File: src/rtl/writeback_pkg.sv
// writeback_pkg: shared bundles for the write-back stage and its late-result FIFO
package writeback_pkg;
  localparam int XLEN = 32;
  localparam int RW = 5;
  typedef struct packed {
    logic            valid;
    logic [RW-1:0]   waddr;
    logic [XLEN-1:0] wdata;
  } writeback_pipe_in_type;
  typedef struct packed {
    logic            valid;
    logic [RW-1:0]   waddr;
    logic [XLEN-1:0] wdata;
  } writeback_late_in_type;
  typedef struct packed {
    logic          valid;
    logic [RW-1:0] waddr;
  } writeback_issue_in_type;
  typedef struct packed {
    logic [RW-1:0] raddr1;
    logic [RW-1:0] raddr2;
    logic [RW-1:0] waddr;
  } writeback_check_in_type;
  typedef struct packed {
    logic            stall;
    logic [XLEN-1:0] rdata1;
    logic [XLEN-1:0] rdata2;
  } writeback_check_out_type;
  typedef struct packed {
    logic            wren;
    logic [RW-1:0]   waddr;
    logic [XLEN-1:0] wdata;
  } register_write_in_type;
  typedef struct packed {
    logic [XLEN-1:0] rdata1;
    logic [XLEN-1:0] rdata2;
  } register_out_type;
  typedef struct packed {
    logic [RW-1:0]   waddr;
    logic [XLEN-1:0] wdata;
  } writeback_entry_type;
endpackage

File: src/rtl/writeback_fifo.sv
// writeback_fifo: small circular buffer holding late results until the write port is free
module writeback_fifo
  import writeback_pkg::*;
#(
  parameter int DEPTH = 2
) (
  input  logic                clk,
  input  logic                rst,
  input  logic                push,
  input  logic                pop,
  input  writeback_entry_type din,
  output logic                full,
  output logic                empty,
  output writeback_entry_type head
);
  localparam int PW = $clog2(DEPTH);
  writeback_entry_type mem [DEPTH];
  logic [PW-1:0] wr_ptr, rd_ptr;
  logic [PW:0]   count;
  assign full  = count == (PW+1)'(DEPTH);
  assign empty = count == '0;
  assign head  = mem[rd_ptr];
  // pointers wrap naturally because DEPTH is a power of two
  always_ff @(posedge clk or posedge rst)
    if (rst) begin
      wr_ptr <= '0;
      rd_ptr <= '0;
      count  <= '0;
    end else begin
      if (push) wr_ptr <= wr_ptr + PW'(1);
      if (pop) rd_ptr <= rd_ptr + PW'(1);
      count <= count + (PW+1)'(push) - (PW+1)'(pop);
    end
  always_ff @(posedge clk)
    if (push) mem[wr_ptr] <= din;
endmodule

File: src/rtl/writeback_unit.sv
// writeback_unit: merges pipe and late results onto the single register-file write port,
// tracks pending late destinations and forwards the registered write to decode operands
module writeback_unit
  import writeback_pkg::*;
#(
  parameter int DEPTH = 2
) (
  input  logic        clk,
  input  logic        rst,
  input  logic        pipe_valid,
  input  logic [4:0]  pipe_waddr,
  input  logic [31:0] pipe_wdata,
  input  logic        late_valid,
  output logic        late_ready,
  input  logic [4:0]  late_waddr,
  input  logic [31:0] late_wdata,
  input  logic        issue_valid,
  input  logic [4:0]  issue_waddr,
  input  logic [4:0]  chk_raddr1,
  input  logic [4:0]  chk_raddr2,
  input  logic [4:0]  chk_waddr,
  output logic        stall,
  input  logic [31:0] rf_rdata1,
  input  logic [31:0] rf_rdata2,
  output logic [31:0] fwd_rdata1,
  output logic [31:0] fwd_rdata2,
  output logic        wb_wren,
  output logic [4:0]  wb_waddr,
  output logic [31:0] wb_wdata
);
  writeback_pipe_in_type   pipe;
  writeback_late_in_type   late;
  writeback_issue_in_type  issue;
  writeback_check_in_type  chk;
  writeback_check_out_type chk_out;
  register_out_type        rf;
  register_write_in_type   wb;
  writeback_entry_type     head;
  logic        full, empty, pipe_take, push, pop;
  logic [31:0] busy, set_mask, clr_mask;
  assign pipe  = '{pipe_valid, pipe_waddr, pipe_wdata};
  assign late  = '{late_valid, late_waddr, late_wdata};
  assign issue = '{issue_valid, issue_waddr};
  assign chk   = '{chk_raddr1, chk_raddr2, chk_waddr};
  assign rf    = '{rf_rdata1, rf_rdata2};
  // x0 pipe writes are dropped so they never steal the port from the FIFO
  assign pipe_take  = pipe.valid && pipe.waddr != '0;
  assign pop        = !pipe_take && !empty;
  assign push       = late.valid && !full;
  assign late_ready = !full;
  writeback_fifo #(.DEPTH(DEPTH)) u_fifo (
    .clk   (clk),
    .rst   (rst),
    .push  (push),
    .pop   (pop),
    .din   ('{late.waddr, late.wdata}),
    .full  (full),
    .empty (empty),
    .head  (head)
  );
  always_ff @(posedge clk or posedge rst)
    if (rst) wb <= '0;
    else if (pipe_take) wb <= '{1'b1, pipe.waddr, pipe.wdata};
    else if (pop) wb <= '{head.waddr != '0, head.waddr, head.wdata};
    else wb.wren <= 1'b0;
  always_comb begin
    set_mask = (issue.valid && issue.waddr != '0) ? 32'(1) << issue.waddr : '0;
    clr_mask = pop ? 32'(1) << head.waddr : '0;
  end
  // set is applied after clear so a same-cycle reissue keeps the register busy
  always_ff @(posedge clk or posedge rst)
    if (rst) busy <= '0;
    else busy <= ((busy & ~clr_mask) | set_mask) & ~32'(1);
  always_comb begin
    chk_out.stall  = busy[chk.raddr1] | busy[chk.raddr2] | busy[chk.waddr];
    chk_out.rdata1 = (wb.wren && wb.waddr == chk.raddr1 && chk.raddr1 != '0) ? wb.wdata : rf.rdata1;
    chk_out.rdata2 = (wb.wren && wb.waddr == chk.raddr2 && chk.raddr2 != '0) ? wb.wdata : rf.rdata2;
  end
  assign stall      = chk_out.stall;
  assign fwd_rdata1 = chk_out.rdata1;
  assign fwd_rdata2 = chk_out.rdata2;
  assign wb_wren    = wb.wren;
  assign wb_waddr   = wb.waddr;
  assign wb_wdata   = wb.wdata;
endmodule

File: config.mk
export PLATFORM = sky130hd
export DESIGN_NAME = writeback_unit
export DESIGN_NICKNAME = d
export VERILOG_FILES = /design/src/rtl/writeback_pkg.sv /design/src/rtl/writeback_fifo.sv /design/src/rtl/writeback_unit.sv
export SDC_FILE = /design/constraint.sdc
export NUM_CORES = 1
export LEC_CHECK = 0
export CAP_MARGIN = 20
export CORE_ASPECT_RATIO = 0.6
export CORE_UTILIZATION = 46
export CTS_CLUSTER_SIZE = 25
export DETAILED_ROUTE_END_ITERATION = 8
export PLACE_DENSITY_LB_ADDON = 0.25
export SLEW_MARGIN = 15
export SYNTH_ARGS = -nofsm -noshare
export SYNTH_HDL_FRONTEND = slang
export SYNTH_HIERARCHICAL = 1
export SYNTH_SLANG_ARGS = --single-unit
File: constraint.sdc
create_clock -name clk -period 3.2 [get_ports clk]
set_input_delay 0.64 -clock clk [delete_from_list [all_inputs] [get_ports clk]]
set_output_delay 0.64 -clock clk [all_outputs]
set_load 0.005 [all_outputs]
==> impl_metrics.ini <==
[setup_path]
arrival_ns = 2.54
critPathMaxFanout = 8
cp-end-kind = output port
criticalPathCategory = flip-flop to output port
cp.required_ns = 2.56
start_kind = flip-flop

[timing]
skew_ns = 0.01049
finalHoldViolCount = 0
finalSetupViolCount = 0
maxSlewHeadroom_pct = 57.07
setup_tns_ns = 0
rsz0062_at_grt = true
worst_pin_slew_ns = 0.6439
setup_ws_ns = 0.01949
max_freq_ghz = 0.3144
period_share_pct = 99.39
drv_slew = 0
fin_crit_ns = 3.181

[synthesis]
synth_seq_cells = 147
syn_inst = 605
ys_seq_area_share_pct = 52.07
synth_area_leader_cell = edfxtp_1
ys_types = 45
syn_area_um2 = 7776
synth_fp_nets = 770
synthFlopType = edfxtp_1
async_flop_share_pct = 49.66
synth_top_cells_by_area = edfxtp_1 (29%), dfrtp_1 (23%), mux2_2 (12%)
synth_edf_count = 74
ys.warnings.count = 6
avgSynthCellArea_um2 = 12.85
synth_top_area_share_pct = 28.58

[pwr]
p_comb_share_pct = 38.9
p_per_area_nw_per_um2 = 710.1
switchingPower_mw = 2.940
vdd_drop_max_mv = 0.4120
p_sw_share_pct = 35.01
clkPwrFrac_pct = 21.8
p_leak_nw = 4.623
seq_power_share_pct = 39.4
p_int_mw = 5.457

[final_layout]
mostFrequentLayoutCells = clkdlybuf4s50_1 (191), o21ai_0 (97), mux2_2 (76), edfxtp_1 (74), dfrtp_1 (68)
final_area_um2 = 11830
multi_input_area_um2 = 3659
area_growth_pct = 52.07
nFillCells = 1175
layout.nets = 1084
seqCellArea_um2 = 4055
layout-drive-gt1-share_pct = 30.26
layout_commonest_cell = clkdlybuf4s50_1
diodes = 0

[cts]
ctsHoldBuffers = 0
cts.sinks = 147
clockBufferDepth = 2
htree_levels = 4
cts-root-buf = clkbuf_16
insertion_delay_ns = 0.43
cts_buffers = 17
clk_pin_slew_ns = 0.06
cts_tree = built

[routing]
routedWlPerCell_um = 22.62
drc = 0
first_pass_iters = 5
drt_iter0_markers = 490
ant_nets = 0
vias = 6594
wirelength_um = 26240
viasPerCell = 5.684

[placed_design]
dp_hpwl_um = 17630
postPlaceCellArea_um2 = 10830
io_buffers = 266
gp_congestion = 0.9620
dp_slack_ns = -0.4141

[status]
status = finished clean

[floorplanning]
initial_utilization_pct = 47.43
coreArea_um2 = 16400
die_w_um = 169.9
rows = 36
io_pins = 267
die_area_um2 = 17450
dieHeight_um = 102.7

[global_route]
grt_util_all_layers_pct = 30.42
grt_pass1_vias = 6558
grt_pass1_wl_um = 38100
grt_max_degree = 70
grt-ovfl-total = 0
antenna_found_initial = 0

[hold_path]
hp-class = input pin to async pin

[job]
maxCapViolations = 0
per-stage QoR:
step | hold slack [ns] | power [mW] | std cells | utilization, %
after floorplan | 0.4061 | 4.827 | 605 | -
after global placement | 0.5255 | 6.206 | 1088 | 66.06
final | 0.4834 | 8.397 | 1160 | 72.12
after global routing | 0.5084 | 8.789 | 1160 | 72.12
after CTS | 0.4632 | 8.323 | 1166 | 72.66
after detailed placement | 0.5274 | 6.299 | 1088 | 66.06
sequential cells by signal, summed over array words and instances, names as in the netlist:
signal         count
wb_waddr           5
u_fifo/rd_ptr      1
busy              31
u_fifo/mem        74
u_fifo/wr_ptr      1
wb_wren            1
u_fifo/count       2
wb_wdata          32
path summary, 6_finish.rpt:
| kind | from | to | slack, ns | cells after the start |
|---|---|---|---|---|
| min | rst | u_fifo/rd_ptr | 0.48 | 2 |
| max in group asynchronous | rst | wb_waddr[3] | 1.98 | 3 |
| max reg2reg | u_fifo/rd_ptr | wb_wren | 1.19 | 4 |
| min reg2reg | u_fifo/wr_ptr | u_fifo/wr_ptr | 0.53 | 1 |
| max | wb_waddr[3] | fwd_rdata2[13] | 0.02 | 9 |
| min in group clk | u_fifo/wr_ptr | u_fifo/wr_ptr | 0.53 | 1 |
per-layer routing:
| metal | vias to the layer above | GRT usage [%] | part of all wire (%) |
|---|---|---|---|
| li1 | 2926 | - | - |
| met1 | 3259 | 40.28 | 44 |
| met2 | 371 | 47.35 | 45 |
| met3 | 38 | 10.21 | 9.7 |
| met4 | 0 | 10.26 | 1.8 |
| met5 | - | 0 | 0 |
power groups by stage:
stage / logic, mW / registers (mW) / clock network [mW]
floorplan: 1.86 / 2.97 / 0
detailed placement: 3.00 / 3.30 / 0
global placement: 2.92 / 3.28 / 0
global route: 3.51 / 3.35 / 1.94
CTS: 3.23 / 3.25 / 1.84
finish: 3.27 / 3.30 / 1.83
Yosys cell counts, types with 2 or more instances:
library cell  number
a2111oi_0          3
a21oi_1            2
and2_1             2
buf_2              9
buf_4              7
buf_6              4
clkbuf_1          15
dfrtp_1           73
edfxtp_1          74
ha_1               2
inv_1              8
mux2_2            86
mux2_4            20
mux2i_1           45
mux4_1             5
mux4_2            13
nand2_1           48
nand2b_1           7
nand3_1            8
nand4_1           11
nand4b_1           2
nor2_1             9
nor2b_1           10
nor3_1             9
nor3b_1            3
nor4_1             3
o21ai_0           97
o22ai_1            3
o41ai_1            3
xnor2_1            2
xor2_1             8
kinds of logic after synthesis:
family	after synthesis	share of synthesized area [%]
mux	170	27.71
flops	147	52.07
simple gates	118	7.611
compound gates	112	7.804
buf+inv	45	3.057
xor+xnor	11	1.432
fa+ha+maj	2	0.3218
timing repair:
action                                  CTS  global route
gates resized for setup                 182            77
cloned                                    6             0
buffers inserted                         40             8
pin swaps                                 3            12
endpoints found under the setup margin   65            65
critical path, stage by stage, from the launching register on:
cell and delay, ns:
dfrtp_2 0.43, buf_6 0.13, xor2_2 0.17, nor3_2 0.21, nand3_1 0.16, nor2_4 0.21, buf_12 0.14, buf_12 0.14
mux2_2 0.34, clkdlybuf4s15_1 0.20
area by class of cell:
cell class                      instances  area share (%)
Sequential cell                       147           34.29
Multi-Input combinational cell        413           30.94
Timing Repair Buffer                  332           27.59
Clock buffer                           19           3.661
Tap cell                              228           2.412
Clock inverter                         13          0.8465
Inverter                                8          0.2539
(Power assumes the default switching activity.)
